[src/rtl/cpu_fetch_pkg.sv]
// Shared CPU defines: instruction opcodes, tag width, fetch/decode hand-off
// records and the opcode-to-format classification used by fetch.
package cpu_fetch_pkg;

  localparam int unsigned XLEN  = 32;
  localparam int unsigned TAG_W = 8;

  localparam logic [6:0] OPC_LOAD     = 7'b0000011;
  localparam logic [6:0] OPC_LOAD_FP  = 7'b0000111;
  localparam logic [6:0] OPC_MISC_MEM = 7'b0001111;
  localparam logic [6:0] OPC_OP_IMM   = 7'b0010011;
  localparam logic [6:0] OPC_AUIPC    = 7'b0010111;
  localparam logic [6:0] OPC_STORE    = 7'b0100011;
  localparam logic [6:0] OPC_STORE_FP = 7'b0100111;
  localparam logic [6:0] OPC_AMO      = 7'b0101111;
  localparam logic [6:0] OPC_OP       = 7'b0110011;
  localparam logic [6:0] OPC_LUI      = 7'b0110111;
  localparam logic [6:0] OPC_FMADD    = 7'b1000011;
  localparam logic [6:0] OPC_FMSUB    = 7'b1000111;
  localparam logic [6:0] OPC_FNMSUB   = 7'b1001011;
  localparam logic [6:0] OPC_FNMADD   = 7'b1001111;
  localparam logic [6:0] OPC_OP_FP    = 7'b1010011;
  localparam logic [6:0] OPC_BRANCH   = 7'b1100011;
  localparam logic [6:0] OPC_JALR     = 7'b1100111;
  localparam logic [6:0] OPC_JAL      = 7'b1101111;
  localparam logic [6:0] OPC_SYSTEM   = 7'b1110011;

  typedef enum logic [2:0] {
    FMT_R,
    FMT_R4,
    FMT_I,
    FMT_S,
    FMT_B,
    FMT_U,
    FMT_J
  } inst_format_t;

  typedef struct packed {
    logic [XLEN-1:0]  pc;
    logic [31:0]      instruction;
    logic [4:0]       inst_rs1;
    logic [4:0]       inst_rs2;
    logic [4:0]       inst_rs3;
    logic [4:0]       inst_rd;
    logic [XLEN-1:0]  imm;
    logic [TAG_W-1:0] tag;
  } fetch_data_t;

  typedef struct packed {
    logic [XLEN-1:0]  pc;
    logic [XLEN-1:0]  rs1_value;
    logic [XLEN-1:0]  rs2_value;
    logic [XLEN-1:0]  rs3_value;
    logic [XLEN-1:0]  imm;
    logic [4:0]       inst_rd;
    logic [TAG_W-1:0] tag;
  } decode_data_t;

  // Anything not listed is treated as I-format.
  function automatic inst_format_t opcode_format(input logic [6:0] opcode);
    case (opcode)
      OPC_OP, OPC_OP_FP, OPC_AMO:                     return FMT_R;
      OPC_FMADD, OPC_FMSUB, OPC_FNMSUB, OPC_FNMADD:   return FMT_R4;
      OPC_STORE, OPC_STORE_FP:                        return FMT_S;
      OPC_BRANCH:                                     return FMT_B;
      OPC_LUI, OPC_AUIPC:                             return FMT_U;
      OPC_JAL:                                        return FMT_J;
      default:                                        return FMT_I;
    endcase
  endfunction

  // Control transfers whose target is resolved downstream.
  function automatic logic is_jump_opcode(input logic [6:0] opcode);
    return (opcode == OPC_JAL) || (opcode == OPC_JALR) || (opcode == OPC_BRANCH);
  endfunction

endpackage

[src/rtl/cpu_fetch_immediate.sv]
// Combinational register-field and immediate extraction for one RV32 word.
// Ports:
//   instruction : 32-bit instruction word
//   rs1/rs2/rs3 : source register indices (0 when the format has none)
//   rd          : destination register index (0 for S/B formats)
//   imm         : immediate, extended per format
module cpu_fetch_immediate
  import cpu_fetch_pkg::*;
(
  input  logic [31:0] instruction,
  output logic [4:0]  rs1,
  output logic [4:0]  rs2,
  output logic [4:0]  rs3,
  output logic [4:0]  rd,
  output logic [31:0] imm
);

  logic [6:0]   opcode;
  inst_format_t fmt;

  assign opcode = instruction[6:0];
  assign fmt    = opcode_format(opcode);

  always_comb begin
    rs1 = '0;
    rs2 = '0;
    rs3 = '0;
    rd  = '0;
    imm = '0;

    if (!(fmt inside {FMT_S, FMT_B}))
      rd = instruction[11:7];
    if (!(opcode inside {OPC_LUI, OPC_AUIPC, OPC_JAL}))
      rs1 = instruction[19:15];
    if (fmt inside {FMT_R, FMT_R4, FMT_S, FMT_B})
      rs2 = instruction[24:20];
    if (fmt == FMT_R4)
      rs3 = instruction[31:27];

    case (fmt)
      FMT_I: begin
        if (opcode == OPC_SYSTEM)
          imm = {20'b0, instruction[31:20]};
        else if ((opcode == OPC_OP_IMM) && (instruction[13:12] == 2'b01))
          imm = {26'b0, instruction[25:20]};   // shift amount plus funct7 low bit
        else
          imm = {{20{instruction[31]}}, instruction[31:20]};
      end
      FMT_S:
        imm = {{20{instruction[31]}}, instruction[31:25], instruction[11:7]};
      FMT_B:
        imm = {{19{instruction[31]}}, instruction[31], instruction[7],
               instruction[30:25], instruction[11:8], 1'b0};
      FMT_U:
        imm = {instruction[31:12], 12'b0};
      FMT_J:
        imm = {{11{instruction[31]}}, instruction[31], instruction[19:12],
               instruction[20], instruction[30:21], 1'b0};
      default:
        imm = '0;
    endcase
  end

endmodule

[src/rtl/cpu_fetch.sv]
// Instruction fetch stage: requests words at pc, hands them to decode one at a
// time, buffers a word while decode stalls, and waits for the resolved target
// after any jump or branch.
// Ports:
//   i_clock, i_reset          : clock, synchronous active-high reset
//   o_fault                   : sticky fetch fault
//   o_bus_request             : read request, held until i_bus_ready
//   o_bus_address             : request address (= pc)
//   i_bus_ready, i_bus_rdata  : request accepted / instruction word
//   i_stall                   : decode cannot accept a new instruction
//   i_jump_valid, i_jump_pc   : resolved next pc strobe
//   o_data                    : issued instruction; tag increments per issue
// Build option: CPU_FETCH_ALIGN_CHECK_EN -- a misaligned resolved pc raises
// o_fault and parks the stage until reset; otherwise low pc bits are dropped.
module cpu_fetch
  import cpu_fetch_pkg::*;
#(
  parameter logic [31:0] RESET_VECTOR = 32'h0000_0000
) (
  input  logic        i_clock,
  input  logic        i_reset,
  output logic        o_fault,
  output logic        o_bus_request,
  input  logic        i_bus_ready,
  output logic [31:0] o_bus_address,
  input  logic [31:0] i_bus_rdata,
  input  logic        i_stall,
  input  logic        i_jump_valid,
  input  logic [31:0] i_jump_pc,
  output fetch_data_t o_data
);

  typedef enum logic [1:0] {
    FETCH,
    HOLD,
    WAIT_JUMP,
    FAULT
  } state_t;

  state_t      state;
  logic [31:0] pc;
  logic [31:0] held_word;
  fetch_data_t data;

  logic [31:0] issue_word;
  logic        issue_jump;
  fetch_data_t issued;
  logic [4:0]  dec_rs1;
  logic [4:0]  dec_rs2;
  logic [4:0]  dec_rs3;
  logic [4:0]  dec_rd;
  logic [31:0] dec_imm;

  // In HOLD the buffered word is the one being issued; the bus is ignored.
  assign issue_word = (state == HOLD) ? held_word : i_bus_rdata;
  assign issue_jump = is_jump_opcode(issue_word[6:0]);

  cpu_fetch_immediate u_immediate (
    .instruction (issue_word),
    .rs1         (dec_rs1),
    .rs2         (dec_rs2),
    .rs3         (dec_rs3),
    .rd          (dec_rd),
    .imm         (dec_imm)
  );

  always_comb begin
    issued             = '0;
    issued.pc          = pc;
    issued.instruction = issue_word;
    issued.inst_rs1    = dec_rs1;
    issued.inst_rs2    = dec_rs2;
    issued.inst_rs3    = dec_rs3;
    issued.inst_rd     = dec_rd;
    issued.imm         = dec_imm;
    issued.tag         = data.tag + 8'd1;
  end

`ifdef CPU_FETCH_ALIGN_CHECK_EN
  logic fault;
`else
  logic unused_jump_lsbs;
  assign unused_jump_lsbs = ^i_jump_pc[1:0];
`endif

  always_ff @(posedge i_clock) begin
    if (i_reset) begin
      state     <= FETCH;
      pc        <= RESET_VECTOR;
      held_word <= '0;
      data      <= '0;
`ifdef CPU_FETCH_ALIGN_CHECK_EN
      fault     <= 1'b0;
`endif
    end else begin
      case (state)
        FETCH: begin
          if (i_bus_ready) begin
            if (i_stall) begin
              held_word <= i_bus_rdata;
              state     <= HOLD;
            end else begin
              data <= issued;
              if (issue_jump) begin
                state <= WAIT_JUMP;
              end else begin
                pc    <= pc + 32'd4;
                state <= FETCH;
              end
            end
          end
        end
        HOLD: begin
          if (!i_stall) begin
            data <= issued;
            if (issue_jump) begin
              state <= WAIT_JUMP;
            end else begin
              pc    <= pc + 32'd4;
              state <= FETCH;
            end
          end
        end
        WAIT_JUMP: begin
          if (i_jump_valid) begin
`ifdef CPU_FETCH_ALIGN_CHECK_EN
            if (i_jump_pc[1:0] != 2'b00) begin
              fault <= 1'b1;
              state <= FAULT;
            end else begin
              pc    <= i_jump_pc;
              state <= FETCH;
            end
`else
            pc    <= {i_jump_pc[31:2], 2'b00};
            state <= FETCH;
`endif
          end
        end
        FAULT: begin
          state <= FAULT;
        end
      endcase
    end
  end

  // Request is gated by reset so that no read is presented while reset is held.
  assign o_bus_request = (state == FETCH) && !i_reset;
  assign o_bus_address = pc;
  assign o_data        = data;
`ifdef CPU_FETCH_ALIGN_CHECK_EN
  assign o_fault       = fault;
`else
  assign o_fault       = 1'b0;
`endif

endmodule

[config.mk]
export PLATFORM = sky130hd
export DESIGN_NAME = cpu_fetch
export DESIGN_NICKNAME = d
export VERILOG_FILES = /design/src/rtl/cpu_fetch_pkg.sv /design/src/rtl/cpu_fetch_immediate.sv /design/src/rtl/cpu_fetch.sv
export SDC_FILE = /design/constraint.sdc
export NUM_CORES = 1
export LEC_CHECK = 0
export BUFFER_PORTS_ARGS = -buffer_cell sky130_fd_sc_hd__buf_2
export CAP_MARGIN = 20
export CORE_MARGIN = 8
export CORE_UTILIZATION = 54
export CTS_CLUSTER_DIAMETER = 30
export DETAILED_ROUTE_END_ITERATION = 10
export PLACE_DENSITY = 0.93
export SLEW_MARGIN = 20
export SYNTH_ARGS = -nofsm -noshare
export SYNTH_HDL_FRONTEND = slang
export SYNTH_HIERARCHICAL = 1
export SYNTH_SLANG_ARGS = --single-unit
export TNS_END_PERCENT = 5
[constraint.sdc]
create_clock -name i_clock -period 4.28 [get_ports i_clock]
set_input_delay 0.856 -clock i_clock [delete_from_list [all_inputs] [get_ports i_clock]]
set_output_delay 0.856 -clock i_clock [all_outputs]
set_load 0.005 [all_outputs]
---- Word level (Yosys, flattened, before mapping) ----
Cells that the tools add are included.
cells by class
  add/sub/neg operators ................... 2
  equality and inequality tests ........... 29
  muxes and demuxes ....................... 23
  reduce and logical (&&, ||, !) cells .... 20
operators by type and width
  operator                 count
  $mux W124                2
  $pmux W124 S2            1
  $mux W32                 7
  $pmux W32 S5             1
  $pmux W32 S3             1
  $eq A7 B7 Y1 const B     9
  $eq A7 B6 Y1 const B     5
  $add A32 B3 Y32 const B  1
  $mux W5                  4
  $pmux W3 S6              1
  $eq A7 B5 Y1 const B     2
  $mux W2                  5
  $eq A3 B3 Y1 const B     3
  $reduce_and A3 Y1        3
  $add A8 B1 Y8 const B    1
  $pmux W2 S4              1
  $eq A3 B2 Y1 const B     2
  $ne A2 B2 Y1 const B     3
  $reduce_bool A3 Y1       2
  $eq A2 B1 Y1 const B     2
  $eq A2 B2 Y1 const B     2
  $reduce_bool A2 Y1       2
  $reduce_bool A4 Y1       1
  $reduce_or A2 Y1         2
  other kinds (9)          11
word-level totals
  register bits ........................... 190
  input bits .............................. 69
  output and inout port bits .............. 158
  word-level logic and storage cells ...... 85

---- Longest topological paths before layout ----
Gate-level depths: netlist of the first run.
  depth in word-level cells ............... 11
  depth in mapped cells ................... 12
  depth with buffers taken out ............ 8

---- By module ----
The synthesis of the first run kept the hierarchy.
modules (own cells, without submodules)
  module               times used  cells an instance  area an instance (um2)
  cpu_fetch            1           1050               8266.7
  cpu_fetch_immediate  1           136                804.5

---- Worst setup path before layout of the first run ----
No wires, ideal clock.
  path kind ............................... register to register
  start ................................... register state[1]
  end ..................................... register data (netlist bit o_data[14])
  arrival time ............................ 3104 ps
  data required time ...................... 4148 ps
  slack ................................... 1043 ps
  stages on the path, launching flop included .. 11
  path buffers ............................ 2
  clock period less this slack ............ 3237 ps
  path through ............................ dfxtp_1 > nand2b_1 > clkbuf_1 > clkbuf_1 > mux2_2 > or4b_1 > or4_1 > a311o_1 > and2_1 > nand2_1 > a21oi_1
between the ends
  cells in the longest elaborated chain, start to end .. 10
ends and longest elaborated chain
  element                                         line                                            RTL
  from (decl)                                     cpu_fetch.sv:40                                 state_t state;
  from (signal assigned)                          cpu_fetch.sv:88                                 state <= FETCH;
  from (signal assigned)                          cpu_fetch.sv:101                                state <= HOLD;
  from (signal assigned)                          cpu_fetch.sv:105                                state <= WAIT_JUMP;
  $eq A2 B1 Y1 (*)                                cpu_fetch.sv:55                                 assign issue_word = (state == HOLD) ? held_word : i_bus_rdata;
  $mux W32 (*)                                    cpu_fetch.sv:55
  net issue_word[5]                               cpu_fetch.sv:45                                 logic [31:0] issue_word;
  $eq A7 B7 Y1, or another cell as far along      cpu_fetch_pkg.sv:61                             case (opcode)
  $reduce_or A4 Y1, or another cell as far along  cpu_fetch_pkg.sv:61
  $pmux W3 S6 or $mux W32 (tied branches)         cpu_fetch_pkg.sv:61, cpu_fetch_immediate.sv:44
  $eq A3 B3 Y1, or another cell as far along      cpu_fetch_immediate.sv:40                       case (fmt)
  $pmux W32 S5 (*)                                cpu_fetch_immediate.sv:40
  net dec_imm[6]                                  cpu_fetch.sv:52                                 logic [31:0] dec_imm;
  $mux W124 (*)                                   cpu_fetch.sv:99, cpu_fetch.sv:114
  $mux W124                                       cpu_fetch.sv:98                                 if (i_bus_ready) begin
  $pmux W124 S2 (*)                               cpu_fetch.sv:96                                 case (state)
  to (signal assigned)                            cpu_fetch.sv:103                                data <= issued;
  to (signal assigned)                            cpu_fetch.sv:115                                data <= issued;
  to (decl)                                       cpu_fetch.sv:43                                 fetch_data_t data;
Mark *: on every way through the listed nets, which the timed path passes. The rest lies on a longest branch. The select of a mux whose other input is x is not followed.
A chain may end at the register's enable or synchronous reset.

---- Worst setup path in the final report of the first run ----
  start ................................... register state[1]
  end ..................................... register data (netlist bit o_data[10])
between the ends
  cells in the longest elaborated chain, start to end .. 10
ends and longest elaborated chain
  element                                         line
  $eq A2 B1 Y1 (*)                                cpu_fetch.sv:55
  $mux W32 (*)                                    cpu_fetch.sv:55
  net issue_word[2]                               cpu_fetch.sv:45
  $eq A7 B7 Y1, or another cell as far along      cpu_fetch_pkg.sv:61
  $reduce_or A4 Y1, or another cell as far along  cpu_fetch_pkg.sv:61
  $pmux W3 S6                                     cpu_fetch_pkg.sv:61
  $eq A3 B3 Y1 or $eq A3 B2 Y1 (tied branches)    cpu_fetch_immediate.sv:40
  $pmux W32 S5 (*)                                cpu_fetch_immediate.sv:40
  net dec_imm[2]                                  cpu_fetch.sv:52
  $mux W124 (*)                                   cpu_fetch.sv:99, cpu_fetch.sv:114
  $mux W124                                       cpu_fetch.sv:98
  $pmux W124 S2 (*)                               cpu_fetch.sv:96
Marked as above.

==> results.sh, run 1 <==
export IMPL_dieArea_um2=21200
export IMPL_cts_resized=0
export IMPL_crit_path_end_kind="register"
export IMPL_cp_slowest_cell="nor3_1"
export IMPL_wl_per_cell_um=17.76
export IMPL_ys_warn_count=6
export IMPL_synthFlopType="dfxtp_1"
export IMPL_clkTransAtPathRegs_ps=70
export IMPL_io_buffers=219
export IMPL_cts_tree="built"
export IMPL_critical_path_top_delay_family="simple AND/OR/NAND/NOR gates"
export IMPL_drt_pass1_iter_count=7
export IMPL_hold_class="register to register"
export IMPL_cp_cell_sequence="nand2b_2 > buf_4 > mux2_2 > a21o_1 > nor3_1 > a22o_1 > a21o_1 > nand2_1 > a21oi_1"
export IMPL_outcome="finished clean"
export IMPL_grt_setup_unrepaired="false"
export IMPL_initial_core_util_pct=54.90
export IMPL_fin_nets=1388
export IMPL_fillers=1369
export IMPL_drv_slew=0
export IMPL_place_gp_congestion=0.9239
export IMPL_multi_input_area_um2=4667
export IMPL_dr_wl_met2_mm=12.91
export IMPL_htreeDepth=4
export IMPL_grt_max_degree=116
export IMPL_leakagePower_uw=0.004256
export IMPL_numCtsBuffers=17
export IMPL_ir_worst_vdd_mv=0.2840
export IMPL_clk_latency_ps=440
export IMPL_dr_wl_met3_mm=2.786
export IMPL_areaGrowthSynthToFinish_pct=16.21
export IMPL_ant_nets=0
export IMPL_antenna_found_initial=4
export IMPL_power_frac_comb_pct=12.1
export IMPL_fmax_mhz=298.9
export IMPL_routed_via_density=5.907
export IMPL_gr_usage_all_layers_pct=25.06
export IMPL_pwr_share_seq_pct=46.8
export IMPL_min_period_ps=3346
export IMPL_clock_root_buffer="clkbuf_16"
export IMPL_slew_limit_headroom_pct=26.36
export IMPL_seq_area_um2=3724
export IMPL_ys_seq_elements=186
export IMPL_tns_ps=0
export IMPL_skew_ps=12.16
export IMPL_dpl_hpwl_mm=18.97
export IMPL_path_common_cell="a21o_1"
export IMPL_synthDistinctLibCells=69
export IMPL_synth_seq_area_share_pct=41.05
export IMPL_layout_drive_gt1_share_pct=23.83
export IMPL_max_stage_delay_ps=840
export IMPL_netlist_area_um2=9071
export IMPL_drt_initial_drc_count=1071
export IMPL_setup_viol=0
export IMPL_fp_dieH_um=145.6
export IMPL_cp_start_kind="register"
export IMPL_synthCells=1186
export IMPL_coreArea_um2=16520
export IMPL_clockBufferDepth=2
export IMPL_grt_pass1_wl_mm=44.21
export IMPL_worstMarginPinSlew_ps=1096
export IMPL_p_clk_share_pct=41.1
export IMPL_switching_share_pct=28.42
export IMPL_final_instance_count_excl_fill=1552
export IMPL_num_rows=47
export IMPL_post_route_period_util_pct=78.18
export IMPL_cts_setup_buffers=0
export IMPL_die_w_um=145.6
export IMPL_crit_required_ps=4640
export IMPL_first_global_vias=8479
export IMPL_synth_edf_count=0
export IMPL_drt_total_wl_mm=27.57
export IMPL_avgSynthCellArea_um2=7.649
export IMPL_hold_viol_final=0
export IMPL_intPower_uw=2803
export IMPL_path_buf_inv=1
export IMPL_ios=227
export IMPL_cp_arrival_ps=3710
export IMPL_p_switching_uw=1113
export IMPL_powerDensity_nw_per_um2=371.5
export IMPL_wl_met1_mm=11.01
export IMPL_hold_buffers=0
export IMPL_clkSinkCount=186
export IMPL_crit_fanout=25
export IMPL_dr_max_layer_used="met5"
export IMPL_drc=0
export IMPL_maxCapViolations=0
export IMPL_vias=9168
export IMPL_crit_type="register to register"
export IMPL_async_flop_share_pct=0
export IMPL_gr_total_overflow=0
export IMPL_dp_cells=1518
[path summary, 6_finish.rpt]
kind	from	to	slack [ps]	cells after the start
setup / recovery	state[1]$_SDFFE_PP0P_	o_data[10]$_SDFFE_PP0P_	930	9
hold / removal	o_data[99]$_SDFFE_PP0P_	o_data[99]$_SDFFE_PP0P_	450	2
setup reg to reg	state[1]$_SDFFE_PP0P_	o_data[10]$_SDFFE_PP0P_	930	9
hold reg to reg	o_data[99]$_SDFFE_PP0P_	o_data[99]$_SDFFE_PP0P_	450	2
[cell families after synthesis]
logic type / count (synthesis) / share of synthesized area, %
compound gates: 284 / 19.30
simple gates: 532 / 26.17
fa+ha+maj: 2 / 0.2758
mux: 34 / 4.193
flops: 186 / 41.05
xor+xnor: 8 / 0.7724
other cells: 1 / 0.04134
buf+inv: 139 / 8.207
[power groups by stage]
| stage | sequential [µW] | combinational (µW) | clock, µW |
|---|---|---|---|
| final | 1830 | 474 | 1610 |
| after global routing | 1840 | 516 | 1690 |
| after CTS | 1830 | 466 | 1620 |
| after detailed placement | 1870 | 462 | 0 |
| after global placement | 1870 | 452 | 0 |
| after floorplan | 1870 | 296 | 0 |
[tightest hold or removal path, cell delays in order (launching register included)]
cell and delay (ps):
dfxtp_1 310, nand2_1 50, a21oi_1 50
[cell type report]
type,count,area share [%]
antenna,2,0.04748
timing repair buffer,235,11.63
clock inverter,15,1.650
clock buffer,17,4.036
inverter,12,0.4273
sequential,186,35.32
multi-input combinational,865,44.27
tap,220,2.611
[per-stage QoR]
step | power [µW] | utilization [%] | instance area [µm²] | hold slack (ps) | setup slack, ps
final | 3916 | 63.79 | 10540 | 452.1 | 934.0
after global routing | 4050 | 63.79 | 10540 | 468.1 | 779.0
after floorplan | 2164 | - | 9086 | 433.8 | 1043
after detailed placement | 2333 | 60.03 | 9920 | 443.0 | 1026
after CTS | 3918 | 63.66 | 10520 | 453.0 | 982.3
after global placement | 2321 | 60.03 | 9920 | 438.2 | 1048
[flip-flops by register name, indices dropped and copies added, names as in the netlist]
name	cells
state	2
o_data	122
o_bus_address	30
held_word	32
[cell usage in the layout, fill, tap and decap left out, drive strengths merged, types with 10 or more instances in the layout]
cell type,n
nor3,50
o31ai,15
nand3,20
buf,235
o311ai,11
clkbuf,17
o21ai,28
nor2b,12
inv,21
and2,10
nand2,291
a21oi,154
dfxtp,186
nor4,11
nand4,10
mux2,32
nor2,88
[metal layers]
| metal | track usage [%] | vias to the layer above |
|---|---|---|
| li1 | - | 4333 |
| met3 | 8.271 | 88 |
| met1 | 30.66 | 4227 |
| met2 | 40.33 | 516 |
| met5 | 0 | - |
| met4 | 9.266 | 4 |
[synth_stat cells, types with 3 or more instances]
cell type | number | share of area (%)
o311ai_0 | 11 | 1.1
nand3_1 | 19 | 1.0
nor2b_1 | 12 | 0.83
nor3_1 | 50 | 2.8
buf_2 | 3 | 0.17
buf_4 | 37 | 3.1
a22o_1 | 6 | 0.58
o21ai_0 | 17 | 0.94
o31a_1 | 3 | 0.29
clkbuf_8 | 8 | 1.2
and2_1 | 10 | 0.69
and3_1 | 8 | 0.55
a31oi_1 | 9 | 0.62
o32ai_1 | 8 | 0.77
clkbuf_1 | 72 | 3.0
a311o_1 | 3 | 0.33
inv_1 | 12 | 0.50
o31ai_1 | 14 | 1.2
nor2_1 | 88 | 3.6
xnor2_1 | 3 | 0.29
mux2_2 | 32 | 4.0
buf_1 | 7 | 0.29
nor4_1 | 10 | 0.69
xor2_1 | 5 | 0.48
nand2b_1 | 6 | 0.41
or4_1 | 3 | 0.25
nand2_1 | 291 | 12
nand4_1 | 9 | 0.62
dfxtp_1 | 186 | 41
o21a_1 | 4 | 0.33
a21o_1 | 6 | 0.50
a22oi_1 | 8 | 0.66
a211oi_1 | 8 | 0.66
o21ai_1 | 11 | 0.61
a311oi_1 | 4 | 0.39
a21oi_1 | 154 | 8.5
nor3b_1 | 6 | 0.50
Note: power is estimated with default switching activity, not from simulation.
==> inputs of run 2 (changes only) <==
--- a/config.mk
+++ b/config.mk
@@ -5,13 +5,14 @@
 export SDC_FILE = /design/constraint.sdc
 export NUM_CORES = 1
 export LEC_CHECK = 0
+export ABC_AREA = 1
 export BUFFER_PORTS_ARGS = -buffer_cell sky130_fd_sc_hd__buf_2
 export CAP_MARGIN = 20
 export CORE_MARGIN = 8
-export CORE_UTILIZATION = 54
+export CORE_UTILIZATION = 49
 export CTS_CLUSTER_DIAMETER = 30
 export DETAILED_ROUTE_END_ITERATION = 10
-export PLACE_DENSITY = 0.93
+export PLACE_DENSITY = 0.89
 export SLEW_MARGIN = 20
 export SYNTH_ARGS = -nofsm -noshare
 export SYNTH_HDL_FRONTEND = slang
==> constraint.sdc (replaced) <==
create_clock -name i_clock -period 2.8 [get_ports i_clock]
set_input_delay 0.56 -clock i_clock [delete_from_list [all_inputs] [get_ports i_clock]]
set_output_delay 0.56 -clock i_clock [all_outputs]
set_load 0.005 [all_outputs]
==> run 2 against run 1 <==
Synthesized cell count grew 17%; total power is 62% higher; utilization shrank 5.3 points; setup slack worse by 700 ps; highest routed layer unchanged; clock skew up 4.2 ps; wire length up 3.8%; non-clock buffer count rose by 2; combinational power grew 86%; sequential power grew 59%; clock-buffer cell count did not move; first-iteration DRC count up 3.9%; register-to-register slack worse by 700 ps.
==> results.sh, run 2 <==
export IMPL_outcome="finished clean"
export IMPL_synth_top_area_share_pct=40.00
export IMPL_netlist_area_um2=9309
export IMPL_gr_usage_all_layers_pct=23.72
export IMPL_drc=0
export IMPL_switching_share_pct=30.65
export IMPL_synth_edf_count=0
export IMPL_fillers=1704
export IMPL_ant_nets=0
export IMPL_drt_total_wl_mm=28.61
export IMPL_cts_resized=0
export IMPL_hold_buffers=0
export IMPL_ios=227
export IMPL_numCtsBuffers=17
export IMPL_cts_setup_buffers=0
export IMPL_final_common_cell="nor2_1"
export IMPL_antenna_found_initial=1
export IMPL_setup_viol=0
export IMPL_ys_seq_elements=186
export IMPL_intPower_uw=4387
export IMPL_p_switching_uw=1939
export IMPL_clkSinkCount=186
export IMPL_areaGrowthSynthToFinish_pct=17.57
export IMPL_routed_via_density=5.413
export IMPL_initial_core_util_pct=49.77
export IMPL_powerDensity_nw_per_um2=578.0
export IMPL_grt_pass1_wl_mm=46.06
export IMPL_p_clk_share_pct=40.1
export IMPL_tns_ps=0
export IMPL_leakagePower_uw=0.005055
export IMPL_grt_setup_unrepaired="false"
export IMPL_hold_viol_final=0
export IMPL_dp_cells=1755
export IMPL_synth_seq_area_share_pct=40.00
export IMPL_yosys_top_cells_count="nor2_1, nand2_1, dfxtp_1"
export IMPL_clk_latency_ps=440
export IMPL_hold_class="input port to register"
export IMPL_post_route_period_util_pct=91.53
export IMPL_crit_type="register to register"
export IMPL_htreeDepth=4
export IMPL_vias=9679
export IMPL_die_w_um=153.8
export IMPL_fin_nets=1611
export IMPL_io_buffers=219
export IMPL_num_rows=50
export IMPL_wl_per_cell_um=16.00
export IMPL_clkTransAtPathRegs_ps=80
export IMPL_async_flop_share_pct=0
export IMPL_skew_ps=16.37
export IMPL_crit_path_end_kind="register"
export IMPL_worstMarginPinSlew_ps=946.9
export IMPL_synthFlopType="dfxtp_1"
export IMPL_coreArea_um2=18710
export IMPL_synthCells=1388
export IMPL_synthDistinctLibCells=38
export IMPL_cts_tree="built"
export IMPL_power_frac_comb_pct=14.0
export IMPL_cp_slowest_cell="dfxtp_1"
export IMPL_avgSynthCellArea_um2=6.707
export IMPL_total_power_uw=6326
export IMPL_synth_area_leaders="dfxtp_1, nor2_1, nand2_1, o21ai_0, a21oi_1"
export IMPL_pwr_share_seq_pct=46.0
export IMPL_path_common_cell="nor2_1"
export IMPL_gr_total_overflow=0
export IMPL_fp_dieH_um=153.8
export IMPL_first_global_vias=9047
export IMPL_crit_required_ps=3130
export IMPL_ir_worst_vdd_mv=0.4649
export IMPL_cp_arrival_ps=2890
export IMPL_cp_start_kind="register"
export IMPL_cp_cell_sequence="inv_2 > nand2_2 > buf_4 > mux2_2 > inv_1 > nor2_1 > nor3_1 > nand2_1 > o21ai_0 > nor2_1"
export IMPL_dieArea_um2=23660
export IMPL_max_stage_delay_ps=410
export IMPL_final_instance_count_excl_fill=1788
export IMPL_drv_slew=0
export IMPL_drt_initial_drc_count=1113
export IMPL_clockBufferDepth=2
export IMPL_fmax_mhz=390.2
export IMPL_place_gp_congestion=0.9271
export IMPL_maxCapViolations=0
export IMPL_layout_drive_gt1_share_pct=21.96
export IMPL_drt_pass1_iter_count=7
export IMPL_grt_max_degree=67
export IMPL_clock_root_buffer="clkbuf_16"
export IMPL_largest_reg_flops=122
export IMPL_yosysMostFrequentCell="nor2_1"
export IMPL_crit_fanout=16
export IMPL_dpl_hpwl_mm=20.63
export IMPL_min_period_ps=2563
export IMPL_mostFrequentLayoutCells="nor2_1, nand2_1, buf_2"
export IMPL_ys_warn_count=6
export IMPL_synth_top_area_cell="dfxtp_1"
export IMPL_slew_limit_headroom_pct=36.80
-- run 2: path summary, 6_finish.rpt --
check	start	end	slack (ps)	depth (start not counted)
min	i_bus_rdata[5]	held_word[5]$_SDFFE_PP0P_	360	3
min reg2reg	o_data[77]$_SDFFE_PP0P_	o_data[77]$_SDFFE_PP0P_	470	2
max reg2reg	state[1]$_SDFFE_PP0P_	o_data[29]$_SDFFE_PP0P_	240	10
max	state[1]$_SDFFE_PP0P_	o_data[29]$_SDFFE_PP0P_	240	10
-- run 2: metal layers --
layer	vias to the layer above	track usage [%]	share of wire (%)
met5	-	0	0.042
met3	87	5.970	10
li1	4715	-	-
met4	2	11.01	3.5
met1	4371	30.77	42
met2	504	36.45	44
-- run 2: logic make-up (layout without fill, tap and decap cells) --
group	after synthesis	in the layout	share of synthesized area [%]
adders and majority gates	2	2	0.2688
muxes	25	25	3.024
AOI/OAI and AO/OA	267	267	14.56
DFF	186	186	40.00
buffers and inverters	204	365	10.34
xor gates and xnor gates	3	3	0.2823
other	1	6	0.04028
and+or+nand+nor	700	700	31.49
-- run 2: worst max-delay path, delay by kind of cell (launching register included) --
kind	cells	cell delay (ps)
mux	1	410
simple gates	5	890
flops	1	410
buf+inv	3	570
compound gates	1	190
-- run 2: layout make-up --
type	instances	area, µm²	area share [%]
Timing Repair Buffer	237	1297	11.86
Tap cell	234	292.8	2.675
Sequential cell	186	3724	34.02
Inverter	96	362.8	3.315
Clock buffer	17	425.4	3.887
Multi-Input combinational cell	1002	4641	42.40
Clock inverter	15	198.9	1.818
Antenna cell	1	2.502	0.02287
-- run 2: power groups by stage --
stage / sequential [µW] / clock (µW) / combinational (µW)
after floorplan: 2960 / 0 / 524
after global placement: 2960 / 0 / 849
after detailed placement: 2970 / 0 / 867
after CTS: 2910 / 2570 / 877
after global routing: 2930 / 2680 / 984
final: 2910 / 2530 / 884
-- run 2: through the flow --
step                instance area (µm²)  hold WS (ps)  worst slack (ps)  utilization [%]
floorplan                          9324         450.3             569.3                -
global placement                  10310         442.9             353.5            55.14
detailed placement                10310         455.2             326.8            55.14
CTS                               10940         339.1             264.2            58.47
global route                      10940         360.6             37.20            58.50
finish                            10940         358.6             237.2            58.51
==> inputs of run 3 (changes only) <==
--- a/config.mk
+++ b/config.mk
@@ -12,7 +12,7 @@
 export CORE_UTILIZATION = 49
 export CTS_CLUSTER_DIAMETER = 30
 export DETAILED_ROUTE_END_ITERATION = 10
-export PLACE_DENSITY = 0.89
+export PLACE_DENSITY = 0.78
 export SLEW_MARGIN = 20
 export SYNTH_ARGS = -nofsm -noshare
 export SYNTH_HDL_FRONTEND = slang
==> run 3 against run 2 <==
Design area about the same; sequential share of layout area about the same; setup slack improved by 120 ps; wire length decreased by 3.1%; combinational power decreased by 2%; clock power about the same; hold slack improved by 4.2 ps; largest power group unchanged; first-iteration DRC count decreased by 23%; fmax increased by 5.1%; global-route usage decreased by 1.0 points; clock-buffer cell count unchanged; critical path depth increased by 3; critical path type unchanged.
==> results.sh, run 3 (synthesized netlist as in run 2, its figures left out) <==
export IMPL_cp_start_kind="register"
export IMPL_finalInstanceArea_um2=10950
export IMPL_grt_pass1_wl_mm=44.15
export IMPL_layout_drive_gt1_share_pct=22.06
export IMPL_min_period_ps=2439
export IMPL_io_buffers=219
export IMPL_grt_max_degree=61
export IMPL_clkTransAtPathRegs_ps=80
export IMPL_initial_core_util_pct=49.77
export IMPL_worstMarginPinSlew_ps=927.5
export IMPL_crit_start="state[1]$_SDFFE_PP0P_"
export IMPL_fp_dieH_um=153.8
export IMPL_grt_setup_unrepaired="false"
export IMPL_clock_root_buffer="clkbuf_16"
export IMPL_hold_buffers=0
export IMPL_holdWs_ps=362.8
export IMPL_drc=0
export IMPL_setup_viol=0
export IMPL_dpl_hpwl_mm=20.40
export IMPL_maxCapViolations=0
export IMPL_post_route_period_util_pct=87.11
export IMPL_fmax_mhz=410.0
export IMPL_coreArea_um2=18710
export IMPL_hold_viol_final=0
export IMPL_place_area_um2=10300
export IMPL_dieArea_um2=23660
export IMPL_die_w_um=153.8
export IMPL_p_clk_share_pct=40.4
export IMPL_crit_type="register to register"
export IMPL_clk_latency_ps=430
export IMPL_drt_total_wl_mm=27.72
export IMPL_vias=9398
export IMPL_drt_initial_drc_count=855
export IMPL_ant_nets=0
export IMPL_drt_pass1_iter_count=5
export IMPL_hold_class="input port to register"
export IMPL_leakagePower_uw=0.005061
export IMPL_crit_path_end_kind="register"
export IMPL_routed_via_density=5.253
export IMPL_crit_fanout=11
export IMPL_intPower_uw=4517
export IMPL_final_common_cell="nor2_1"
export IMPL_gr_total_overflow=0
export IMPL_fin_util_pct=58.52
export IMPL_ff2ff_setup_slack_ps=360
export IMPL_crit_required_ps=3160
export IMPL_clkSinkCount=186
export IMPL_num_rows=50
export IMPL_antenna_found_initial=0
export IMPL_drv_slew=0
export IMPL_power_frac_comb_pct=13.7
export IMPL_wl_per_cell_um=15.50
export IMPL_reg2reg_from="state[1]$_SDFFE_PP0P_"
export IMPL_cts_tree="built"
export IMPL_areaGrowthSynthToFinish_pct=17.58
export IMPL_gr_usage_all_layers_pct=22.72
export IMPL_outcome="finished clean"
export IMPL_switching_share_pct=28.71
export IMPL_skew_ps=11.70
export IMPL_place_gp_congestion=0.9143
export IMPL_rr_endpoint="o_data[29]$_SDFFE_PP0P_"
export IMPL_reg2regPathDepth=13
export IMPL_cp_arrival_ps=2800
export IMPL_numCtsBuffers=17
export IMPL_clockBufferDepth=2
export IMPL_pwr_share_seq_pct=45.9
export IMPL_fin_nets=1613
export IMPL_first_global_vias=8794
export IMPL_htreeDepth=4
export IMPL_tns_ps=0
export IMPL_p_switching_uw=1819
export IMPL_antenna_cells=0
export IMPL_ir_worst_vdd_mv=0.4658
export IMPL_fillers=1772
export IMPL_powerDensity_nw_per_um2=578.9
export IMPL_cp_endpoint="o_data[29]$_SDFFE_PP0P_"
export IMPL_mostFrequentLayoutCells="nor2_1, nand2_1, buf_2"
export IMPL_slew_limit_headroom_pct=38.10
export IMPL_ios=227
export IMPL_largest_reg_flops=122
==> run 3: cell count changes in the layout (fill, tap and decap cells not counted), moves of 2 or more <==
cell / delta
inv_8: +2
clkinv_8: -2
buf_12: -2
clkinv_4: +2
buf_4: +5
bufinv_16: +2
inv_12: -4
==> run 3: cell type report <==
| cell class | count | area, µm² | area share, % |
|---|---|---|---|
| sequential | 186 | 3724 | 34.02 |
| multi-input combinational | 1002 | 4654 | 42.52 |
| clock inverter | 15 | 201.4 | 1.840 |
| clock buffer | 17 | 425.4 | 3.887 |
| timing repair buffer | 239 | 1284 | 11.73 |
| tap | 234 | 292.8 | 2.675 |
| inverter | 96 | 364.1 | 3.326 |
==> run 3: through the flow <==
step | setup slack, ps | total power [µW] | instances
2_1_floorplan | 569.3 | 3485 | 1392
3_3_place_gp | 321.5 | 3806 | 1757
3_5_place_dp | 267.6 | 3829 | 1757
4_1_cts | 244.5 | 6363 | 1789
5_1_grt | 115.3 | 6581 | 1789
6_report | 360.9 | 6337 | 1789
==> run 3: how the worst min path moves through the flow <==
stage | from | to | slack (ps) | depth (start not counted)
final | i_bus_rdata[15] | held_word[15]$_SDFFE_PP0P_ | 360 | 3
after global routing | i_bus_rdata[20] | held_word[20]$_SDFFE_PP0P_ | 370 | 3
after CTS | i_bus_rdata[15] | held_word[15]$_SDFFE_PP0P_ | 350 | 3
after detailed placement | o_data[7]$_SDFFE_PP0P_ | o_data[7]$_SDFFE_PP0P_ | 450 | 2
after global placement | o_data[7]$_SDFFE_PP0P_ | o_data[7]$_SDFFE_PP0P_ | 440 | 2
after floorplan | o_data[7]$_SDFFE_PP0P_ | o_data[7]$_SDFFE_PP0P_ | 450 | 2
==> run 3: worst max-delay path: stages (launching register included) <==
cell and delay (ps):
dfxtp_1 400, inv_2 70, buf_4 190, nand3b_1 90, nand2_1 120, inv_1 130
nand2_1 60, nor2_1 150, nand2_1 130, nor2_1 570, nor3_1 140, nand2_1 80
o21ai_0 90, nor2_1 110
==> run 3: power groups by stage <==
stage / clock network [µW] / registers [µW] / logic (µW)
floorplan: 0 / 2960 / 524
global placement: 0 / 2960 / 846
detailed placement: 0 / 2970 / 861
CTS: 2590 / 2910 / 866
global route: 2680 / 2930 / 972
finish: 2560 / 2910 / 868
==> run 3: per-layer routing <==
metal,track usage (%),wire [µm],up-vias
met5,0,0,-
met4,8.773,782,0
met3,5.045,2313,53
met2,34.95,11970,407
met1,30.49,12660,4217
li1,-,-,4721
==> run 3: timing repair <==
item | in CTS | in global routing
gates resized for setup | 0 | 2
endpoints found under the setup margin | 0 | 5
buffers inserted | 0 | 0
